[src/rtl/plane_life_ctrl.sv]
// Player plane life-cycle sequencer: spawn, play, explosion and game over, timed in frame ticks.
// Optional PLANE_LIFE_CTRL_EXTRA_LIFE_EN adds an extra_life input that awards lives in PLAY/EXPLODE.
//
// state   | meaning
// IDLE    | waiting for first start, plane hidden
// PLAY    | plane flying, invincible while inv_cnt != 0
// EXPLODE | explosion sprite shown for BOOM_TICKS frame ticks
// OVER    | no lives left, waiting for restart
module plane_life_ctrl #(
    parameter int LIVES      = 3,
    parameter int INV_TICKS  = 120,
    parameter int BOOM_TICKS = 30,
    parameter int BLINK_BIT  = 3
) (
    input  logic       clk,
    input  logic       rst,
    input  logic       tick,
    input  logic       start,
    input  logic       boom,
`ifdef PLANE_LIFE_CTRL_EXTRA_LIFE_EN
    input  logic       extra_life,
`endif
    output logic [1:0] state,
    output logic [2:0] lives,
    output logic       invincible,
    output logic       visible,
    output logic       move_en,
    output logic       respawn,
    output logic       exploding,
    output logic       game_over
);

    typedef enum logic [1:0] {
        IDLE    = 2'b00,
        PLAY    = 2'b01,
        EXPLODE = 2'b10,
        OVER    = 2'b11
    } state_t;

    state_t     state_q, state_d;
    logic [2:0] lives_q, lives_d;
    logic [7:0] inv_cnt_q, inv_cnt_d;
    logic [7:0] boom_cnt_q, boom_cnt_d;
    logic       respawn_q, respawn_d;
    logic       hit;

    always_ff @(posedge clk or posedge rst) begin
        if (rst) begin
            state_q    <= IDLE;
            lives_q    <= 3'(LIVES);
            inv_cnt_q  <= 8'd0;
            boom_cnt_q <= 8'd0;
            respawn_q  <= 1'b0;
        end else begin
            state_q    <= state_d;
            lives_q    <= lives_d;
            inv_cnt_q  <= inv_cnt_d;
            boom_cnt_q <= boom_cnt_d;
            respawn_q  <= respawn_d;
        end
    end

    // A hit only counts against the pre-edge counter value, so the tick that
    // clears invincibility still shields the plane for that cycle.
    assign hit = (state_q == PLAY) && boom && (inv_cnt_q == 8'd0);

    always_comb begin
        state_d    = state_q;
        lives_d    = lives_q;
        inv_cnt_d  = inv_cnt_q;
        boom_cnt_d = boom_cnt_q;
        case (state_q)
            IDLE, OVER: begin
                if (start) begin
                    state_d   = PLAY;
                    lives_d   = 3'(LIVES);
                    inv_cnt_d = 8'(INV_TICKS);
                end
            end
            PLAY: begin
                if (tick && inv_cnt_q != 8'd0)
                    inv_cnt_d = inv_cnt_q - 8'd1;
                if (hit) begin
                    state_d    = EXPLODE;
                    boom_cnt_d = 8'(BOOM_TICKS);
                    lives_d    = lives_q - 3'd1;
`ifdef PLANE_LIFE_CTRL_EXTRA_LIFE_EN
                    if (extra_life)
                        lives_d = lives_q;
`endif
                end
            end
            EXPLODE: begin
                if (tick) begin
                    if (boom_cnt_q > 8'd1) begin
                        boom_cnt_d = boom_cnt_q - 8'd1;
                    end else if (boom_cnt_q == 8'd1) begin
                        boom_cnt_d = 8'd0;
                        if (lives_q == 3'd0) begin
                            state_d = OVER;
                        end else begin
                            state_d   = PLAY;
                            inv_cnt_d = 8'(INV_TICKS);
                        end
                    end
                end
            end
        endcase
`ifdef PLANE_LIFE_CTRL_EXTRA_LIFE_EN
        if (extra_life && !hit && lives_q != 3'd7 &&
            (state_q == PLAY || state_q == EXPLODE))
            lives_d = lives_q + 3'd1;
`endif
    end

    assign respawn_d = (state_d == PLAY) && (state_q != PLAY);

    assign state      = state_q;
    assign lives      = lives_q;
    assign respawn    = respawn_q;
    assign move_en    = (state_q == PLAY);
    assign invincible = (state_q == PLAY) && (inv_cnt_q != 8'd0);
    assign visible    = (state_q == PLAY) && ((inv_cnt_q == 8'd0) || inv_cnt_q[BLINK_BIT]);
    assign exploding  = (state_q == EXPLODE);
    assign game_over  = (state_q == OVER);

endmodule

[config.mk]
export PLATFORM = sky130hd
export DESIGN_NAME = plane_life_ctrl
export DESIGN_NICKNAME = d
export VERILOG_FILES = /design/src/rtl/plane_life_ctrl.sv
export SDC_FILE = /design/constraint.sdc
export NUM_CORES = 1
export LEC_CHECK = 0
export BUFFER_PORTS_ARGS = -buffer_cell sky130_fd_sc_hd__buf_2
export CORE_ASPECT_RATIO = 1.5
export CORE_UTILIZATION = 47
export DETAILED_ROUTE_END_ITERATION = 8
export GPL_TIMING_DRIVEN = 0
export PLACE_DENSITY = 0.63
export SLEW_MARGIN = 20
export SYNTH_ARGS = -nofsm -noshare
export SYNTH_HDL_FRONTEND = slang
export SYNTH_SLANG_ARGS = --single-unit
[constraint.sdc]
create_clock -name clk -period 4.6 [get_ports clk]
set_clock_uncertainty 0.2 [all_clocks]
set_input_delay 0 -clock clk [delete_from_list [all_inputs] [get_ports clk]]
set_output_delay 0 -clock clk [all_outputs]
set_load 0.005 [all_outputs]
# Yosys cells after proc, flatten, opt, wreduce, memory -nomap -nowiden
# Cells that the tools add are included.
# W data, S select, Z words.
[classes]
addsub = 3
eq_ne = 14
magnitude_cmp = 1
n_mux = 22
reduce_logical = 17
[ops]
columns = ["operator", "n"]
rows = [
  ["$mux W8", 10],
  ["$pmux W8 S3", 1],
  ["$pmux W8 S2", 1],
  ["$sub A8 B1 Y8 const B", 2],
  ["$mux W2", 6],
  ["$eq A8 B1 Y1 const B", 1],
  ["$gt A8 B1 Y1 const B", 1],
  ["$logic_not A8 Y1", 1],
  ["$ne A2 B1 Y1 const B", 4],
  ["$ne A2 B2 Y1 const B", 4],
  ["$reduce_bool A8 Y1", 1],
  ["$logic_and A1 B1 Y1", 6],
  ["$mux W3", 2],
  ["$pmux W2 S3", 1],
  ["$pmux W3 S2", 1],
  ["$reduce_and A6 Y1", 1],
  ["$eq A2 B1 Y1 const B", 2],
  ["$eq A2 B2 Y1 const B", 2],
  ["$reduce_and A4 Y1", 1],
  ["$reduce_bool A2 Y1", 2],
  ["$logic_not A3 Y1", 1],
  ["$ne A3 B1 Y1 const B", 1],
  ["$reduce_and A3 Y1", 1],
  ["$sub A3 B1 Y3 const B", 1],
  ["other kinds (3)", 3],
]
[word_totals]
elab_cells = 62
output_inout_bits = 11
in_bits = 5
regBits = 22

# Depth between registers and ports, before layout
# Gate-level depths: netlist of run 1.
[logic_depth]
depth_word = 8
mapped_depth = 9
ltp_nobuf = 7

# Least setup slack after synthesis of run 1
# OpenSTA, ideal clock, no wires.
[synth_timing]
kind = "register -> register"
from = "register inv_cnt_q[0]"
to = "register boom_cnt_q[5]"
t_arrival_ns = 2.026
stages_incl_launch_ff = 9
required_ns = 4.282
setup_time_ns = 0.118
period_less_slack_ns = 2.344
n_path_buf = 1
setup_slack_ns = 2.256
path_cell_list = "dfrtp_1 > inv_1 > ha_1 > nor3b_1 > a31oi_1 > a311oi_1 > buf_6 > nand2_1 > a21o_1"
[synth_via]
elab_chain_cells = 4
[synth_lines]
columns = ["element", "line", "rtl"]
rows = [
  ["from (decl)", "42", "logic [7:0] inv_cnt_q, inv_cnt_d;"],
  ["from (signal assigned)", "57", "inv_cnt_q <= inv_cnt_d;"],
  ["$logic_not A8 Y1", "65", "assign hit = (state_q == PLAY) && boom && (inv_cnt_q == 8'd0);"],
  ["$logic_and A1 B1 Y1", "65", ""],
  ["$ne A2 B1 Y1 (no line)", "--", ""],
  ["$reduce_and A4 Y1 (no line)", "--", ""],
  ["to (signal assigned)", "58", "boom_cnt_q <= boom_cnt_d;"],
  ["to (decl)", "43", "logic [7:0] boom_cnt_q, boom_cnt_d;"],
]
# Every way passes these cells.
# A chain may end at the register's enable or synchronous reset.

# Worst setup path in the final report of run 1
[layout_timing]
from = "register inv_cnt_q[0]"
to = "register boom_cnt_q[7]"
# The elaborated chain is that of the path after synthesis.

==> results of run 1 <==
-- power by group through the flow --
stage | Clock, mW | Combinational (mW) | Sequential, mW
2_1_floorplan | 0 | 0.278 | 0.290
3_3_place_gp | 0 | 0.356 | 0.300
3_5_place_dp | 0 | 0.371 | 0.302
4_1_cts | 0.145 | 0.374 | 0.298
5_1_grt | 0.152 | 0.424 | 0.308
6_report | 0.140 | 0.371 | 0.299
-- flip-flops by register name (all words and copies together), names as in the netlist --
signal / count
inv_cnt_q: 8
respawn: 1
state: 2
lives: 3
boom_cnt_q: 8
-- worst paths after layout --
| check | start | to | cells past startpoint |
|---|---|---|---|
| worst min-delay path | tick | boom_cnt_q[5] | 5 |
| worst max-delay path | inv_cnt_q[0] | boom_cnt_q[7] | 8 |
| worst min register to register | lives[1] | lives[1] | 2 |
| worst max register to register | inv_cnt_q[0] | boom_cnt_q[7] | 8 |
| min in group asynchronous | rst | inv_cnt_q[3] | 3 |
| max in group asynchronous | rst | boom_cnt_q[2] | 3 |
-- placed cells by master, fill, tap and decap left out, types with 4 or more instances in the layout --
cell	netlist	routed
dfrtp_1	20	20
buf_2	1	16
nor2_1	14	14
nand2_1	14	14
inv_1	13	13
o21ai_0	12	12
a21oi_1	10	10
ha_1	8	8
nand3_1	7	7
nor3_1	6	6
clkbuf_1	5	5
nand3b_1	5	5
or4_1	4	4
o21ai_1	4	4
clkbuf_8	0	4
-- cell type report --
class	instances	area (um^2)
Buffer	8	46.3
Clock buffer	4	55.1
Fill cell	274	1250
Inverter	13	48.8
Multi-Input combinational cell	127	832
Sequential cell	22	553
Tap cell	39	48.8
Timing Repair Buffer	18	105
-- critical path, stage by stage, from the launching register on --
cell and delay, ns:
dfrtp_1 0.40, inv_1 0.10, ha_1 0.21, nor3b_1 0.55, a31oi_1 0.25, a311oi_1 0.59, buf_6 0.22, nand2_1 0.07
a21o_1 0.19
-- per-stage QoR --
| stage | util, % | total power, mW | instances | hold WS [ns] |
|---|---|---|---|---|
| 2_1_floorplan | - | 0.569 | 170 | -0.212 |
| 3_3_place_gp | 54.5 | 0.657 | 224 | 0.00605 |
| 3_5_place_dp | 54.5 | 0.673 | 224 | 0.0190 |
| 4_1_cts | 57.4 | 0.817 | 231 | 0.109 |
| 5_1_grt | 57.4 | 0.884 | 231 | 0.143 |
| 6_report | 57.4 | 0.810 | 231 | 0.108 |
-- cells by family (layout without fill, tap and decap cells) --
group                      count (synthesis)  after routing
adders and majority gates                  8              8
and+or+nand+nor                           68             68
muxes                                      2              2
buffers and inverters                     21             43
DFF                                       22             22
AOI/OAI and AO/OA                         49             49
-- metal layers --
metal  GRT usage (%)  share of wire [%]  vias to the layer above
li1                -                  -                      666
met5               0                  0                        -
met1            23.3                 40                      632
met3            1.53                2.1                        2
met2            44.1                 58                       26
met4            5.56               0.63                        0
==> summary.md, run 1 <==
| Metric | Value |
|---|---|
| Status | `finished clean` |
| P_sw | `0.333 mW` |
| Comb power frac | `45.9%` |
| Clock sink count | `22` |
| Sequential fraction of the synthesis area | `approximately 37%` |
| Top area cells in the synthesized netlist | `dfrtp_1, ha_1, o21ai_0` |
| Pre-CTS setup slack | `roughly 1.8 ns` |
| Commonest cells in the synthesized netlist | `dfrtp_1, nand2_1, nor2_1` |
| Via count | `1326` |
| Max-cap violations | `0` |
| CTS tree | `built` |
| Cts-stage hold buffer count | `3` |
| Die W | `47.8 um` |
| Final worst setup slack | `around 1.7 ns` |
| Initial antenna violation count | `0` |
| Peak supply drop | `roughly 0.35 mV` |
| Cells after Synth | `between 150 and 200` |
| Rel. slew slack | `a little over two fifths` |
| Post_cts resized | `0` |
| Synthesized cell area | `around 1500 um^2` |
| Initial core utilization | `50.3%` |
| DRT antenna net count | `0` |
| Mapped Nets | `around 180` |
| Top FF cell, synth | `dfrtp_1` |
| Most area-hungry cell type in the Yosys netlist | `dfrtp_1` |
| Final setup viols | `0` |
| Die area | `about 3400 um^2` |
| FF+latch count, synth | `22` |
| HP Class | `input port to register` |
| Synth Area in Compound Gates | `a little under a quarter` |
| Int Pwr | `roughly 0.48 mW` |
| WP data required | `~4.6 ns` |
| Post-synth EDFFs | `0` |
| Largest family of logic cells by synthesized area | `simple AND/OR/NAND/NOR gates` |
| Static Leak | `a little over 0.7 nW` |
| Layout cells sized above 1 | `14.1%` |
| Placed cell areas | `around 1600 um^2` |
| Worst Path Max Fanout | `10` |
| Max Fclk | `between 300 and 400 MHz` |
| Clk buf depth | `2` |
| # rows | `24` |
| Final #Nets | `~210` |
| GRT overflow | `0` |
| Adder-cell share of the synthesized area | `~6.8%` |
| Root Buffer | `clkbuf_8` |
| Synth top area share | `about 34%` |
| Worst-Margin Slew | `0.870 ns` |
| R2r setup slk | `~1.7 ns` |
| Most common cell in the netlist | `dfrtp_1` |
| Vias in the first global route | `between 1000 and 1500` |
| DIE HEIGHT | `roughly 70 um` |
| Final period utilization | `62.8%` |
| Share of total power in sequential cells | `between 30% and 40%` |
| Starting DRT DRC Count | `29` |
| Critical Path AT | `between 2 and 3 ns` |
| Yosys warns | `0` |
| Setup total negative slack | `0 ns` |
| Max Slew Vio Count | `0` |
| Area Growth Syn to Fin | `14.1%` |
| # IOs | `16` |
| CP Capture Type | `register` |
| Critical path startpoint category | `register` |
| First-pass GRT wire length | `5.59 mm` |
| Post-synthesis mux area share | `1.35%` |
| PwrDens | `approximately 480 nW/um^2` |
| Routability congestion estimate | `roughly 0.75` |
| Synth Area in XOR/XNOR | `0%` |
| CTS buffer count | `3` |
| Residual DRC count | `0` |
| Vias per cell | `around 5.7` |
| Clock latency on the worst-skew pair | `between 0.2 and 0.3 ns` |
| Tmin final | `about 2.9 ns` |
| CTS H-tree depth | `1` |
| Clk slew on worst S/H paths | `0.08 ns` |
| Average cell area after synthesis | `approximately 8.7 um^2` |
| Inserted Diodes | `0` |
| Simple-Gate Fraction of Synth Area | `25.0%` |
| DP HPWL | `approximately 2.6 mm` |
| Port Buffer Count | `15` |
| Critical setup path kind | `register to register` |
| Unrepaired setup endpoints after global routing | `false` |
| First-pass DRT Iterations | `4` |
| Final Hold Viols | `0` |
| Synth cell types | `47` |
| Core box area | `between 2000 and 3000 um^2` |
| Net Sw Frac | `about two fifths` |
| Largest net degree at the start of global routing | `23` |
| Postcts setup bufs | `0` |
| WL/cell | `between 10 and 15 um` |
| Final Cell Area | `~1700 um^2` |
| Clock network fraction of total power | `between 15 and 20%` |
| Asr flop ratio synth | `100%` |
| Drt total wl | `3.36 mm` |
| All-Layer GR Usage | `between 20 and 25%` |
No activity file was read; power rests on OpenSTA's default activity.
==> run 2: changes to the inputs <==
--- a/config.mk
+++ b/config.mk
@@ -10,7 +10,7 @@
 export CORE_UTILIZATION = 47
 export DETAILED_ROUTE_END_ITERATION = 8
 export GPL_TIMING_DRIVEN = 0
-export PLACE_DENSITY = 0.63
+export PLACE_DENSITY = 0.66
 export SLEW_MARGIN = 20
 export SYNTH_ARGS = -nofsm -noshare
 export SYNTH_HDL_FRONTEND = slang
==> constraint.sdc (replaced) <==
create_clock -name clk -period 2.6 [get_ports clk]
set_clock_uncertainty 0.2 [all_clocks]
set_input_delay 0 -clock clk [delete_from_list [all_inputs] [get_ports clk]]
set_output_delay 0 -clock clk [all_outputs]
set_load 0.005 [all_outputs]
==> run 2 against run 1 <==
- via count grew 4.5%
- hold slack lost 0.013 ns
- first-iteration DRC count grew 24%
- maximum frequency grew 17%
- critical endpoint unchanged
==> summary.md, run 2 (synthesis gave the netlist of run 1 again) <==
| Metric | Value |
|---|---|
| Inserted Diodes | `0` |
| All-Layer GR Usage | `roughly a quarter` |
| Tmin final | `around 2.5 ns` |
| Final worst setup slack | `approximately 0.14 ns` |
| GRT overflow | `0` |
| Critical-path top delay cell | `a311oi_2` |
| Layout cells sized above 1 | `between 10% and 20%` |
| Clock sink count | `22` |
| Static Leak | `about 0.73 nW` |
| Port Buffer Count | `15` |
| Final Hold Viols | `0` |
| PwrDens | `approximately 870 nW/um^2` |
| Root Buffer | `clkbuf_8` |
| Max Fclk | `between 400 and 500 MHz` |
| Die W | `roughly 48 um` |
| Critical Path Max Stage Delay | `~0.46 ns` |
| WL/cell | `approximately 16 um` |
| CTS H-tree depth | `1` |
| Critical setup path kind | `register to register` |
| Clk buf depth | `2` |
| Routability congestion estimate | `0.878` |
| Largest net degree at the start of global routing | `23` |
| Final #Nets | `206` |
| Vias per cell | `roughly 6.0` |
| Die area | `3380 um^2` |
| # IOs | `16` |
| CTS buffer count | `3` |
| DIE HEIGHT | `just over 70 um` |
| Drt total wl | `between 3 and 4 mm` |
| Post-Layout Cell Count | `between 200 and 250` |
| DRT antenna net count | `0` |
| Dpl cells | `between 200 and 250` |
| Pre-CTS setup slack | `-0.179 ns` |
| Crit path cell chain | `inv_1 -> ha_1 -> nor3b_2 -> a31oi_1 -> a311oi_2 -> buf_6 -> nand2_1 -> a21o_1` |
| First-pass DRT Iterations | `5` |
| Max Slew Vio Count | `0` |
| Area Growth Syn to Fin | `15.5%` |
| Clock latency on the worst-skew pair | `between 0.2 and 0.3 ns` |
| Vias in the first global route | `1393` |
| Residual DRC count | `0` |
| Critical Path AT | `around 2.4 ns` |
| Power Total | `approximately 1.5 mW` |
| Core box area | `about 2900 um^2` |
| Clk slew on worst S/H paths | `roughly 0.080 ns` |
| Worst Path Max Fanout | `10` |
| Commonest non-fill, non-tap cell in the layout | `dfrtp_1` |
| DP HPWL | `2.70 mm` |
| First-pass GRT wire length | `between 5 and 6 mm` |
| CP Capture Type | `register` |
| Most frequent cells in the layout | `dfrtp_1, buf_2, nor2_1, nand2_1` |
| Max-cap violations | `0` |
| Initial antenna violation count | `0` |
| Rel. slew slack | `slightly above 40%` |
| Starting DRT DRC Count | `36` |
| Status | `finished clean` |
| Initial core utilization | `50.3%` |
| CTS tree | `built` |
| WP data required | `2.56 ns` |
| # rows | `24` |
| Final period utilization | `a little over nine tenths` |
| HP Class | `input port to register` |
| Final setup viols | `0` |
| Post-layout util | `58.1%` |
| Peak supply drop | `about 0.64 mV` |
| Via count | `approximately 1400` |
| Worst-Margin Slew | `roughly 0.89 ns` |
| Critical path startpoint category | `register` |
| Unrepaired setup endpoints after global routing | `false` |
| WHS | `approximately 0.095 ns` |
[run 2: layer usage]
metal | part of all wire, % | wire length, um | GRT usage, %
met5 | 0 | 0 | 0
met4 | 2.4 | 87 | 11.4
met3 | 2.4 | 87 | 4.08
met2 | 58 | 2090 | 43.1
met1 | 37 | 1350 | 24.8
[run 2: power breakdown]
part / leakage, nW / total (mW) / internal, mW / switching [mW]
clock: 0.0288 / 0.250 / 0.135 / 0.114
combinational: 0.442 / 0.693 / 0.296 / 0.397
sequential: 0.260 / 0.540 / 0.427 / 0.112
[run 2: what timing repair did]
item,CTS,global route
buffers inserted,0,0
endpoints found under the setup margin,8,13
hold endpoints to repair,22,0
gates resized for setup,2,6
hold buffers,3,0
[run 2: final timing paths]
kind / end / slack (ns) / cells after the start / startpoint
max: boom_cnt_q[7] / 0.14 / 8 / inv_cnt_q[0]
min: boom_cnt_q[2] / 0.1 / 5 / tick
max reg2reg: boom_cnt_q[7] / 0.14 / 8 / inv_cnt_q[0]
min reg2reg: lives[1] / 0.32 / 2 / lives[1]
max in group asynchronous: inv_cnt_q[0] / 1.39 / 3 / rst
min in group asynchronous: inv_cnt_q[4] / 0.26 / 3 / rst
[run 2: final cells by class]
cell class / instances / area [um^2]
plain buffers: 8 / 48.8
fillers: 293 / 1230
multi-input cells: 127 / 850
well taps: 39 / 48.8
repair buffers: 18 / 105
flip-flops and latches: 22 / 553
clock buffers: 4 / 55.1
inverters: 13 / 48.8
[run 2: stage by stage]
stage          instance area, um^2  setup TNS [ns]
4_1_cts                       1700               0
6_report                      1710               0
2_1_floorplan                 1480               0
3_5_place_dp                  1600          -0.748
3_3_place_gp                  1600          -0.271
5_1_grt                       1710               0
[run 2: worst max-delay path, delay by kind of cell, from the launching register on]
kind	cells	cell delay, ns
adder cells (fa/ha/maj)	1	0.21
AND/OR/NAND/NOR	2	0.39
buffers and inverters	2	0.32
flip-flops	1	0.40
AO/OA/AOI/OAI	3	0.84
==> run 3: changes to the inputs <==
--- a/config.mk
+++ b/config.mk
@@ -5,13 +5,13 @@
 export SDC_FILE = /design/constraint.sdc
 export NUM_CORES = 1
 export LEC_CHECK = 0
+export ABC_AREA = 1
 export BUFFER_PORTS_ARGS = -buffer_cell sky130_fd_sc_hd__buf_2
 export CORE_ASPECT_RATIO = 1.5
 export CORE_UTILIZATION = 47
 export DETAILED_ROUTE_END_ITERATION = 8
 export GPL_TIMING_DRIVEN = 0
 export PLACE_DENSITY = 0.66
-export SLEW_MARGIN = 20
 export SYNTH_ARGS = -nofsm -noshare
 export SYNTH_HDL_FRONTEND = slang
 export SYNTH_SLANG_ARGS = --single-unit
==> run 3 against run 2 <==
- utilization down 2.2 points
- via count is 7.6% lower
- synthesized cell count grew 22%
- sequential share of layout area fell by 0.74 points
- worst setup slack improved by 0.34 ns
- highest routed layer unchanged
- final cell count grew 16%
- cell area is 2.3% higher
==> summary.md, run 3 <==
| Metric | Value |
|---|---|
| Clock latency on the worst-skew pair | `between 0.2 and 0.3 ns` |
| Crit path cell chain | `inv_1 -> ha_1 -> clkbuf_1 -> nand2_1 -> nand3_2 -> buf_6 -> nand2_1 -> o21ai_2` |
| Post_cts resized | `0` |
| Critical setup path kind | `register to register` |
| Initial antenna violation count | `0` |
| WL/cell | `approximately 12 um` |
| Synth top area share | `between 30% and 40%` |
| Post-Layout Cell Count | `~270` |
| Critical path startpoint category | `register` |
| Worst Path Max Fanout | `10` |
| Share of total power in sequential cells | `31.7%` |
| Commonest cells in the synthesized netlist | `nand2_1, inv_1, dfrtp_1` |
| Status | `finished clean` |
| Synth cell types | `32` |
| Vias in the first global route | `1297` |
| Sequential fraction of the synthesis area | `36.1%` |
| Filler cells | `approximately 340` |
| R2r setup slk | `around 0.48 ns` |
| Static Leak | `between 0.9 and 1 nW` |
| Starting DRT DRC Count | `12` |
| Critical Path Max Stage Delay | `between 0.4 and 0.5 ns` |
| Post-synth EDFFs | `0` |
| FF+latch count, synth | `22` |
| Worst hold start | `tick` |
| Most common cell in the netlist | `nand2_1` |
| Clk slew on worst S/H paths | `roughly 0.080 ns` |
| Root Buffer | `clkbuf_8` |
| Final Cell Area | `~1700 um^2` |
| Most frequent cells in the layout | `nand2_1, inv_1, dfrtp_1, nor2_1` |
| Top cell by count, worst path | `nand2_1` |
| Reg-to-reg endpoint | `boom_cnt_q[3]` |
| Commonest non-fill, non-tap cell in the layout | `nand2_1` |
| Max Fclk | `~470 MHz` |
| P_sw | `slightly above 0.8 mW` |
| Clk buf depth | `2` |
| All-Layer GR Usage | `between 20% and 30%` |
| PwrDens | `between 1000 and 1500 nW/um^2` |
| # rows | `25` |
| Tmin final | `between 2 and 2.5 ns` |
| Residual DRC count | `0` |
| Port Buffer Count | `15` |
| Crit path from | `state[1]` |
| Dpl cells | `between 200 and 300` |
| CTS tree | `built` |
| Critical-path top delay cell | `dfrtp_1` |
| Clock sink count | `22` |
| Mapped Nets | `220` |
| Worst r2r path cells | `8` |
| Area Growth Syn to Fin | `14.1%` |
| CTS H-tree depth | `1` |
| Crit path depth | `8` |
| Final #Nets | `approximately 240` |
| Inserted Diodes | `0` |
| DRT antenna net count | `0` |
| DP HPWL | `2.45 mm` |
| Die area | `about 3500 um^2` |
| Asr flop ratio synth | `100%` |
| Final Hold Viols | `0` |
| Critical path endpoint | `boom_cnt_q[3]` |
| CTS buffer count | `3` |
| Hold path depth | `6` |
| Placed cell areas | `around 1700 um^2` |
| Die W | `48.6 um` |
| Cts-stage hold buffer count | `2` |
| Drt total wl | `approximately 3.1 mm` |
| Peak supply drop | `between 0.5 and 0.6 mV` |
| Initial core utilization | `49.0%` |
| Yosys warns | `0` |
| Max Slew Vio Count | `0` |
| Max-cap violations | `0` |
| Int Pwr | `between 1 and 1.5 mW` |
| Top area cells in the synthesized netlist | `dfrtp_1, nand2_1, inv_1` |
| R2R Path Start | `state[1]` |
| Critical Path AT | `approximately 2.1 ns` |
| Most area-hungry cell type in the Yosys netlist | `dfrtp_1` |
| Final period utilization | `81.7%` |
| Postcts setup bufs | `0` |
| First-pass DRT Iterations | `4` |
| WHS | `between 0.002 and 0.003 ns` |
| Family with the most delay on the worst path | `buffers and inverters` |
| Worst-Margin Slew | `~0.87 ns` |
| Core box area | `~3100 um^2` |
| CP Capture Type | `register` |
| Cells after Synth | `about 210` |
| WP data required | `around 2.6 ns` |
| Largest net degree at the start of global routing | `23` |
| Vias per cell | `between 4 and 5` |
| Average cell area after synthesis | `7.40 um^2` |
| Synthesized cell area | `~1500 um^2` |
| Final setup viols | `0` |
| Comb power frac | `between 50% and 60%` |
| Clock network fraction of total power | `approximately 17%` |
| HP Class | `input port to register` |
| Setup total negative slack | `0 ns` |
| Layout cells sized above 1 | `a little under a quarter` |
| DIE HEIGHT | `71.9 um` |
| Routability congestion estimate | `0.795` |
| # IOs | `16` |
| Via count | `approximately 1300` |
| First-pass GRT wire length | `around 5.5 mm` |
| Rel. slew slack | `41.7%` |
| Top FF cell, synth | `dfrtp_1` |
| GRT overflow | `0` |
| Net Sw Frac | `43.9%` |
| Crit path buffers/inverters | `3` |
| Unrepaired setup endpoints after global routing | `false` |
[run 3: cell count changes after synthesis, sizes merged, moves of 3 or more]
cell | before | now
a21o | 3 | 0
a21oi | 10 | 5
a22o | 3 | 0
clkbuf | 5 | 1
inv | 13 | 33
nand2 | 14 | 63
nand2b | 3 | 0
nand3 | 7 | 18
nand3b | 5 | 0
nor2 | 14 | 25
nor3 | 6 | 1
or4 | 4 | 0
xor2 | 0 | 4
[run 3: per-stage QoR]
stage | total power, mW | setup WS [ns] | util (%)
2_1_floorplan | 1.32 | 0.796 | -
3_3_place_gp | 1.54 | 0.561 | 53.0
3_5_place_dp | 1.57 | 0.544 | 53.0
4_1_cts | 1.90 | 0.500 | 55.9
5_1_grt | 2.06 | 0.360 | 55.9
6_report | 1.87 | 0.476 | 55.9
[run 3: cell families (layout without fill, tap and decap cells)]
family,after synthesis,count (layout),synth area share [%]
buffers and inverters,36,57,9.55
adder cells (fa/ha/maj),8,8,6.53
AO/OA/AOI/OAI,24,24,10.1
flip-flops,22,22,36.1
XOR/XNOR,6,6,3.43
AND/OR/NAND/NOR,111,111,34.3
[run 3: cell type report]
type | instances | area [um^2] | area share (%)
Buffer | 3 | 20.0 | 1.14
Clock buffer | 3 | 41.3 | 2.36
Clock inverter | 1 | 30.0 | 1.72
Inverter | 33 | 126 | 7.22
Multi-Input combinational cell | 149 | 833 | 47.6
Sequential cell | 22 | 553 | 31.6
Tap cell | 40 | 50.0 | 2.86
Timing Repair Buffer | 17 | 95.1 | 5.44
[run 3: power by group through the flow]
stage	Sequential [mW]	Combinational, mW	Clock [mW]
2_1_floorplan	0.576	0.744	0
3_3_place_gp	0.596	0.948	0
3_5_place_dp	0.598	0.969	0
4_1_cts	0.593	0.975	0.330
5_1_grt	0.606	1.11	0.341
6_report	0.592	0.959	0.318
[run 3: worst min path at each step]
stage	slack, ns	endpoint
2_1_floorplan	-0.21	boom_cnt_q[0]
3_3_place_gp	0.03	inv_cnt_q[1]
3_5_place_dp	0.02	boom_cnt_q[7]
4_1_cts	0.004	state[1]
5_1_grt	0.06	state[1]
6_report	0.003	state[1]
[run 3: worst reg2reg max path: cells and delay by family (launching register included)]
kind                     cells  cell delay [ns]
flip-flops                   1             0.44
buffers and inverters        3             0.72
adder cells (fa/ha/maj)      1             0.23
AO/OA/AOI/OAI                1             0.05
AND/OR/NAND/NOR              3             0.41
[run 3: routing by layer]
layer  wire length (um)  vias to the layer above  GRT usage (%)
li1                   -                      688              -
met1               1290                      586           20.9
met2               1750                        5           41.0
met3                 28                        2           1.89
met4                 25                        0           6.86
met5                  0                        -              0
